`config.mk`:
```
export PLATFORM = sky130hd
export DESIGN_NAME = hazard_forward_ctrl
export DESIGN_NICKNAME = d
export VERILOG_FILES = /design/src/rtl/pipe_pkg.sv /design/src/rtl/fwd_select.sv /design/src/rtl/hazard_forward_ctrl.sv
export SDC_FILE = /design/constraint.sdc
export NUM_CORES = 1
export LEC_CHECK = 0
export BUFFER_PORTS_ARGS = -buffer_cell sky130_fd_sc_hd__buf_4
export CAP_MARGIN = 15
export CORE_MARGIN = 2
export CORE_UTILIZATION = 46
export CTS_CLUSTER_DIAMETER = 60
export DETAILED_ROUTE_END_ITERATION = 10
export HOLD_SLACK_MARGIN = 0.12
export PLACE_DENSITY = 0.8
export SLEW_MARGIN = 20
export SYNTH_ARGS = -nofsm -noshare
export SYNTH_HDL_FRONTEND = slang
export SYNTH_SLANG_ARGS = --single-unit
export TNS_END_PERCENT = 50
```
`constraint.sdc`:
```
create_clock -name clk -period 2.4 [get_ports clk]
set_input_delay 0.48 -clock clk [delete_from_list [all_inputs] [get_ports clk]]
set_output_delay 0.48 -clock clk [all_outputs]
set_load 0.03 [all_outputs]
```
`src/rtl/pipe_pkg.sv`:
```
// Shared definitions for the 5-stage pipeline hazard logic: forward-select
// encodings, hazard FSM states and the default register-address width.
package pipe_pkg;

  localparam int unsigned DEFAULT_ADDR_W = 5;

  localparam logic [1:0] FWD_RF    = 2'b00;
  localparam logic [1:0] FWD_EXMEM = 2'b10;
  localparam logic [1:0] FWD_MEMWB = 2'b01;

  typedef enum logic [1:0] {
    RUN   = 2'd0,
    STALL = 2'd1,
    WAIT  = 2'd2
  } hz_state_t;

endpackage

```
`src/rtl/fwd_select.sv`:
```
// Per-operand forward select: the newest producer (EX/MEM) wins over MEM/WB;
// register 0 never forwards.
module fwd_select
  import pipe_pkg::*;
#(
  parameter int unsigned ADDR_W = DEFAULT_ADDR_W,
  parameter bit          FWD_EN = 1'b1
) (
  input  logic [ADDR_W-1:0] srcTag,
  input  logic [ADDR_W-1:0] exmemRd,
  input  logic              exmemRegwrite,
  input  logic [ADDR_W-1:0] memwbRd,
  input  logic              memwbRegwrite,
  output logic [1:0]        sel
);

  logic exmemHit;
  logic memwbHit;

  always_comb begin
    exmemHit = exmemRegwrite && (exmemRd != '0) && (exmemRd == srcTag);
    memwbHit = memwbRegwrite && (memwbRd != '0) && (memwbRd == srcTag);
    sel      = FWD_RF;
    if (FWD_EN) begin
      if (exmemHit)      sel = FWD_EXMEM;
      else if (memwbHit) sel = FWD_MEMWB;
    end
  end

endmodule

```
`src/rtl/hazard_forward_ctrl.sv`:
```
// Hazard controller beside the ID/EX register: operand forwarding, RAW stall
// countdown and data-memory wait freeze for the 5-stage MIPS pipeline.
module hazard_forward_ctrl
  import pipe_pkg::*;
#(
  parameter int unsigned ADDR_W    = DEFAULT_ADDR_W,
  parameter bit          FWD_EN    = 1'b1,
  parameter bit          RF_BYPASS = 1'b1,
  parameter int unsigned CNT_W     = 16
) (
  input  logic              clk,
  input  logic              rst_n,
  input  logic [ADDR_W-1:0] ifid_rs,
  input  logic [ADDR_W-1:0] ifid_rt,
  input  logic              ifid_uses_rt,
  input  logic [ADDR_W-1:0] idex_rs,
  input  logic [ADDR_W-1:0] idex_rt,
  input  logic [ADDR_W-1:0] idex_rd,
  input  logic              idex_regwrite,
  input  logic              idex_memread,
  input  logic [ADDR_W-1:0] exmem_rd,
  input  logic [ADDR_W-1:0] memwb_rd,
  input  logic              exmem_regwrite,
  input  logic              memwb_regwrite,
  input  logic              dmem_busy,
  output logic [1:0]        fwd_a,
  output logic [1:0]        fwd_b,
  output logic              pc_we,
  output logic              ifid_we,
  output logic              idex_bubble,
  output logic              pipe_freeze,
  output logic [CNT_W-1:0]  stall_count
);

  function automatic logic tagMatch(input logic rw, input logic [ADDR_W-1:0] rd,
                                    input logic [ADDR_W-1:0] src);
    return rw && (rd != '0) && (rd == src);
  endfunction

  logic [1:0] selA;
  logic [1:0] selB;

  fwd_select #(.ADDR_W(ADDR_W), .FWD_EN(FWD_EN)) uFwdA (
    .srcTag        (idex_rs),
    .exmemRd       (exmem_rd),
    .exmemRegwrite (exmem_regwrite),
    .memwbRd       (memwb_rd),
    .memwbRegwrite (memwb_regwrite),
    .sel           (selA)
  );

  fwd_select #(.ADDR_W(ADDR_W), .FWD_EN(FWD_EN)) uFwdB (
    .srcTag        (idex_rt),
    .exmemRd       (exmem_rd),
    .exmemRegwrite (exmem_regwrite),
    .memwbRd       (memwb_rd),
    .memwbRegwrite (memwb_regwrite),
    .sel           (selB)
  );

  logic       exHit;
  logic       memHit;
  logic       wbHit;
  logic [1:0] needN;

  // Bubble requirement for the instruction currently in ID.
  always_comb begin
    exHit  = tagMatch(idex_regwrite, idex_rd, ifid_rs) ||
             (ifid_uses_rt && tagMatch(idex_regwrite, idex_rd, ifid_rt));
    memHit = tagMatch(exmem_regwrite, exmem_rd, ifid_rs) ||
             (ifid_uses_rt && tagMatch(exmem_regwrite, exmem_rd, ifid_rt));
    wbHit  = tagMatch(memwb_regwrite, memwb_rd, ifid_rs) ||
             (ifid_uses_rt && tagMatch(memwb_regwrite, memwb_rd, ifid_rt));
    needN  = 2'd0;
    if (FWD_EN) begin
      if (idex_memread && exHit) needN = 2'd1;
    end else begin
      if (exHit)       needN = RF_BYPASS ? 2'd2 : 2'd3;
      else if (memHit) needN = RF_BYPASS ? 2'd1 : 2'd2;
      else if (wbHit)  needN = RF_BYPASS ? 2'd0 : 2'd1;
    end
  end

  hz_state_t  state, nextState, savedState, nextSaved, effState;
  logic [1:0] cnt, nextCnt;
  logic       doStall;
  logic       doFreeze;

  // A WAIT cycle with the memory ready behaves exactly as the saved state.
  always_comb begin
    effState  = (state == WAIT && !dmem_busy) ? savedState : state;
    nextState = state;
    nextSaved = savedState;
    nextCnt   = cnt;
    doStall   = 1'b0;
    doFreeze  = 1'b0;
    case (effState)
      RUN: begin
        nextState = RUN;
        if (dmem_busy) begin
          doFreeze  = 1'b1;
          nextState = WAIT;
          nextSaved = RUN;
        end else if (needN != 2'd0) begin
          doStall = 1'b1;
          if (needN > 2'd1) begin
            nextCnt   = needN - 2'd1;
            nextState = STALL;
          end
        end
      end
      STALL: begin
        nextState = STALL;
        if (dmem_busy) begin
          doFreeze  = 1'b1;
          nextState = WAIT;
          nextSaved = STALL;
        end else begin
          doStall = 1'b1;
          nextCnt = cnt - 2'd1;
          if (cnt <= 2'd1) nextState = RUN;
        end
      end
      WAIT: begin
        doFreeze  = 1'b1;
        nextState = WAIT;
      end
      default: nextState = RUN;
    endcase
  end

  // Outputs are forced to their idle values while reset is asserted.
  always_comb begin
    pipe_freeze = rst_n && doFreeze;
    idex_bubble = rst_n && doStall && !doFreeze;
    pc_we       = !(pipe_freeze || idex_bubble);
    ifid_we     = !(pipe_freeze || idex_bubble);
    fwd_a       = rst_n ? selA : FWD_RF;
    fwd_b       = rst_n ? selB : FWD_RF;
  end

  always_ff @(posedge clk or negedge rst_n) begin
    if (!rst_n) begin
      state       <= RUN;
      savedState  <= RUN;
      cnt         <= '0;
      stall_count <= '0;
    end else begin
      state      <= nextState;
      savedState <= nextSaved;
      cnt        <= nextCnt;
      if (idex_bubble && (stall_count != '1)) stall_count <= stall_count + 1'b1;
    end
  end

endmodule

```
Word-level counts from Yosys, hierarchy flattened

Cells that the tools add are included.

Div/mod/pow operators: 0
Add/subtract/negate cells: 3
Order comparisons: 2
Shifts and indexed selects: 0
Reductions and logical operators: 30
$mul: 0
Bitwise logic cells: 0
Eq/ne operators: 16
Multiplexer cells: 28

Operator list:

| cell                                                          | number |
|---|---|
| equality test 5 bit                                           | 6 |
| 2-to-1 mux 2 bit                                              | 13 |
| adder 16 x 1 -> 16 bit, second input constant                 | 1 |
| logical AND 1 bit                                             | 16 |
| != test 16 bit, second input constant                         | 1 |
| nonzero test 5 bit                                            | 3 |
| != test 2 bit, second input constant                          | 6 |
| 2-to-1 mux 1 bit                                              | 10 |
| one-hot mux 2 bit (2 select lines)                            | 2 |
| one-hot mux 2 bit (3 select lines)                            | 1 |
| AND reduction 5 bit                                           | 1 |
| equality test 2 bit, second input constant                    | 2 |
| one-hot mux 1 bit (2 select lines)                            | 2 |
| nonzero test 2 bit                                            | 2 |
| subtractor 2 x 1 -> 2 bit, second input constant              | 2 |
| logical NOT 1 bit                                             | 3 |
| AND reduction 3 bit                                           | 1 |
| equality test 2 x 1 -> 1 bit, second input constant           | 1 |
| greater-than comparator 2 x 1 -> 1 bit, second input constant | 1 |
| <= comparator 2 x 1 -> 1 bit, second input constant           | 1 |
| logical NOT 2 bit                                             | 1 |
| logical OR 1 bit                                              | 2 |
| OR reduction 2 bit                                            | 1 |

Memories: 0
Output and inout port bits: 24
Input port bits: 43
Bits in writable memories: 0
Bits in read-only memories: 0
Register bits after elaboration: 22
Latch bits: 0

Logic depth before layout (Yosys ltp)

Word-level depth: 15
Gate-level depth with buffers: 8

Hierarchy

Synthesis repeated with hierarchy kept, for this count alone.

Cells, all modules: 165
Area, all modules: 1606.5 um2

Modules (own cells, without submodules):

| module              | area an instance (um2) | cells each | times used |
|---|---|---|---|
| hazard_forward_ctrl | 1288.7                 | 123        | 1 |
| fwd_select          | 158.9                  | 21         | 2 |

Worst setup path before layout

Ideal clock, no wire load.

Kind: input -> output
Start: input idex_rd[0]
End: output pc_we
Required time: 1920 ps
Cell stages on the path: 6
Arrival: 2450 ps
Path slack: -530 ps
Path through: or3_1 > o311a_1 > a221oi_4 > nor2_1 > nor2_1 > buf_4

Cells in the longest elaborated chain, start to end: 15
Elaborated cells on any way between the ends: 18
Those cells by class: eq/ne: 2; mux: 4; reduce/logical: 12

RTL lines:

| what                                 | RTL line                   | RTL |
|---|---|---|
| from (decl)                          | hazard_forward_ctrl.sv:18  | `input logic [ADDR_W-1:0] idex_rd,` |
| nonzero test 5 bit                   | hazard_forward_ctrl.sv:37  | `return rw && (rd != '0) && (rd == src);` |
| logical AND 1 bit (2 in series)      | hazard_forward_ctrl.sv:37  |  |
| logical AND 1 bit                    | hazard_forward_ctrl.sv:69  | `(ifid_uses_rt && tagMatch(idex_regwrite, idex_rd, ifid_rt));` |
| logical OR 1 bit *                   | hazard_forward_ctrl.sv:68  | `exHit = tagMatch(idex_regwrite, idex_rd, ifid_rs) \|\|` |
| logical AND 1 bit *                  | hazard_forward_ctrl.sv:76  | `if (idex_memread && exHit) needN = 2'd1;` |
| 2-to-1 mux 1 bit *                   | hazard_forward_ctrl.sv:76  |  |
| nonzero test 2 bit *                 | hazard_forward_ctrl.sv:104 | `end else if (needN != 2'd0) begin` |
| 2-to-1 mux 1 bit *                   | hazard_forward_ctrl.sv:104 |  |
| 2-to-1 mux 1 bit *                   | hazard_forward_ctrl.sv:100 | `if (dmem_busy) begin` |
| one-hot mux 1 bit (2 select lines) * | hazard_forward_ctrl.sv:97  | `case (effState)` |
| logical AND 1 bit * (2 in series)    | hazard_forward_ctrl.sv:135 | `idex_bubble = rst_n && doStall && !doFreeze;` |
| named net idex_bubble                | hazard_forward_ctrl.sv:30  | `output logic idex_bubble,` |
| logical OR 1 bit *                   | n/a                        |  |
| logical NOT 1 bit *                  | n/a                        |  |
| to (decl)                            | hazard_forward_ctrl.sv:28  | `output logic pc_we,` |

Mark *: on every way through the listed nets, which the timed path passes. The rest lies on a longest branch.

Worst setup path after layout

Start: input idex_rd[0]
End: output ifid_we

Cells in the longest elaborated chain, start to end: 15
Elaborated cells on any way between the ends: 18
Those cells by class: eq/ne: 2; mux: 4; reduce/logical: 12

RTL lines:

| what                                 | RTL line                   | RTL |
|---|---|---|
| nonzero test 5 bit                   | hazard_forward_ctrl.sv:37  |  |
| logical AND 1 bit (2 in series)      | hazard_forward_ctrl.sv:37  |  |
| logical AND 1 bit                    | hazard_forward_ctrl.sv:69  |  |
| logical OR 1 bit *                   | hazard_forward_ctrl.sv:68  |  |
| logical AND 1 bit *                  | hazard_forward_ctrl.sv:76  |  |
| 2-to-1 mux 1 bit *                   | hazard_forward_ctrl.sv:76  |  |
| nonzero test 2 bit *                 | hazard_forward_ctrl.sv:104 |  |
| 2-to-1 mux 1 bit *                   | hazard_forward_ctrl.sv:104 |  |
| 2-to-1 mux 1 bit *                   | hazard_forward_ctrl.sv:100 |  |
| one-hot mux 1 bit (2 select lines) * | hazard_forward_ctrl.sv:97  |  |
| logical AND 1 bit * (2 in series)    | hazard_forward_ctrl.sv:135 |  |
| logical OR 1 bit *                   | hazard_forward_ctrl.sv:137 | `ifid_we = !(pipe_freeze \|\| idex_bubble);` |
| logical NOT 1 bit *                  | hazard_forward_ctrl.sv:137 |  |
| to (decl)                            | hazard_forward_ctrl.sv:29  | `output logic ifid_we,` |

Every way passes the cells marked *; elsewhere a longest branch is shown, timed or not.

==> reports/qor.yml <==
timing:
  worstMarginPinSlew_ns: 0.550
  hold_ws_ns: 0.168
  setup_viol: 0
  fin_worst_skew_ns: 0.0127
  hold_viol: 0
  period_share_pct: 99.3
  max_freq_mhz: 420
  slew_headroom_pct: 63.0
  timing.final.crit_period_ns: 2.38
  slew_violations: 0
  grt_setup_unrepaired: "yes"
global_routing:
  grt_max_degree: 26
  globalRoute.totalOverflow: 0
  grt_pass1_vias: 1279
  grt_util_all_layers_pct: 21.3
  grt_pass1_wl_um: 5630
  grt_antenna_before_repair: 0
logic_synthesis:
  synthesis.area_sq_um: 1390
  synth-edff-count: 0
  synthCells: 139
  synth-warning-count: 0
  avgSynthCellArea_sq_um: 9.97
  ys_ff_latch: 21
  syn_nets: 184
  synthFlopType: "dfrtp_1"
  synth_seq_area_share_pct: 37.9
  ys_types: 28
  synthArstFlopShare_pct: 100
detailed_routing:
  drcViolationCount: 5
  wirelength_um: 3560
  ant_nets: 0
  firstDrtPassIters: 8
  routedWlPerCell_um: 14.3
  via_count: 1323
  drt_iter0_markers: 30
  avgViaCountPerCell: 5.33
clock_tree:
  cts_root_buffer: "clkbuf_4"
  cts_num_sinks: 21
  ctsHtreeMaxLevel: 1
  cts_hold_buf: 0
  insertion_delay_ns: 0.31
  cts_tree: "built"
  cts_buffer_depth: 2
  cts_buffers: 3
  path_clk_slew_ns: 0.12
floorplan:
  rows: 19
  fp.dieArea_sq_um: 3470
  core_sq_um: 2810
  fp.dieW_um: 58.9
  die_height_um: 58.9
  initial_core_util_pct: 49.4
  ioPinCount: 67
finish:
  final_layout_size_suffix_gt1_share_pct: 40.6
  syn_to_final_growth_pct: 47.9
  antenna_cells: 0
  final_common_cell: "buf_4"
  most-common-layout-cells: "75 x buf_4, 32 x xnor2_1, 21 x dfrtp_1"
  nNetsFinal: 263
worst_setup_path:
  r2r_slack_ns: 0.33
  path_cells: "buf_4 > or3_1 > o311a_1 > a221oi_4 > nor2_4 > nor2_4 > buf_4"
  start_kind: "primary input"
  critPathKind: "in -> out"
  end_kind: "output port"
  cp_slowest_stage_delay_ns: 0.37
  critical_path_arrival_ns: 1.90
  worstPathRequired_ns: 1.92
  critical-path-slowest-cell: "or3_1"
  cp_max_fo: 3
pwr:
  seqPwrFrac_pct: 50.4
  p_clk_share_pct: 23.3
  power_leakage_nw: 0.977
  power_mw: 0.722
  powerDensity_nw_per_um2: 352
  pwr-share-comb_pct: 26.2
  power.switching_mw: 0.200
  irDropWorstVdd_mv: 0.361
  p_int_mw: 0.522
  p_sw_share_pct: 27.7
run_status:
  outcome: "finished, violations left"
  violations: "DRC"
place:
  gp_congestion: 0.905
  dp_hpwl_um: 2880
  io_buffers: 66
hold_path:
  min_path_type: "in -> async"
run:
  drv_cap: 0
==> cell families (layout without fill, tap and decap cells) <==
kind of cell    count (synthesis)  count (layout)  share of synthesized area [%]
simple gates                   53              53                           20.8
xor+xnor                       45              45                           28.4
flops                          21              21                           37.9
compound gates                 12              12                           8.03
buf+inv                         5              83                           2.17
fa+ha+maj                       2               2                           1.80
mux                             1               1                          0.812
==> flip-flops by register name (all words and copies together), names as in the netlist <==
signal       flops
savedState       1
cnt              2
state            2
stall_count     16
==> critical path: cells and delay by family <==
| kind | cells | cell delay [ns] |
|---|---|---|
| compound gates | 2 | 0.62 |
| buf+inv | 2 | 0.28 |
| simple gates | 3 | 0.52 |
==> synth_stat cells, types with 2 or more instances <==
library cell,count,area share [%]
inv_1,3,0.81
xnor2_1,32,20
and2_1,4,1.8
nand4_1,9,4.1
nor4_1,3,1.4
nand3_1,8,2.9
or4_1,3,1.6
nor2_1,6,1.6
a21oi_1,4,1.4
xor2_1,13,8.2
dfrtp_1,21,38
ha_1,2,1.8
nand2_1,9,2.4
and3_1,4,1.8
o21ai_0,3,1.1
nor3_1,3,1.1
==> area by class of cell <==
type / count / area [sq um]
clock buffers: 3 / 22.5
clock inverters: 1 / 5.00
fillers: 239 / 754
inverters: 3 / 11.3
multi-input cells: 113 / 865
flip-flops and latches: 21 / 526
well taps: 31 / 38.8
repair buffers: 76 / 583
==> per-layer routing <==
layer  GRT usage (%)  share of wire (%)  vias to the layer above  wire length [um]
met3            3.30                5.0                       10               179
met4            6.82                2.1                        0                76
met5               0                  0                        -                 0
li1                -                  -                      643                 -
met1            26.3                 42                      630              1490
met2            37.8                 51                       40              1810
==> through the flow <==
step	area [sq um]	std cells	util, %	TNS, ns	setup slack [ns]
after floorplan	1420	139	-	-0.113	-0.0710
after global placement	2020	244	72.0	0	0.0205
after detailed placement	2020	244	72.0	-0.0440	-0.0319
after CTS	2050	248	73.0	0	0.00668
after global routing	2050	248	73.1	-0.119	-0.0551
final	2050	248	73.1	0	0.0169
==> worst paths after layout <==
check,start,end,depth (start not counted)
max reg2reg,stall_count[7]$_DFFE_PN0P_,stall_count[1]$_DFFE_PN0P_,6
min in group clk,dmem_busy,savedState[0]$_DFFE_PN0P_,3
min,rst_n,state[0]$_DFF_PN0_,2
max in group asynchronous,rst_n,cnt[1]$_DFFE_PN0P_,2
max,idex_rd[0],ifid_we,7
min reg2reg,cnt[0]$_DFFE_PN0P_,cnt[0]$_DFFE_PN0P_,1
==> power by group through the flow <==
stage | Clock, mW | Sequential (mW) | Combinational, mW
3_5_place_dp | 0 | 0.371 | 0.189
2_1_floorplan | 0 | 0.378 | 0.0728
6_report | 0.168 | 0.364 | 0.190
3_3_place_gp | 0 | 0.370 | 0.183
5_1_grt | 0.194 | 0.365 | 0.204
4_1_cts | 0.175 | 0.364 | 0.190
==> what timing repair did <==
action,in CTS,in global routing
endpoints found under the setup margin,1,3
resized for setup,1,1
buffers inserted,0,0
cloned,0,0
hold endpoints to repair,0,0
Note: power is estimated with default switching activity, not from simulation.
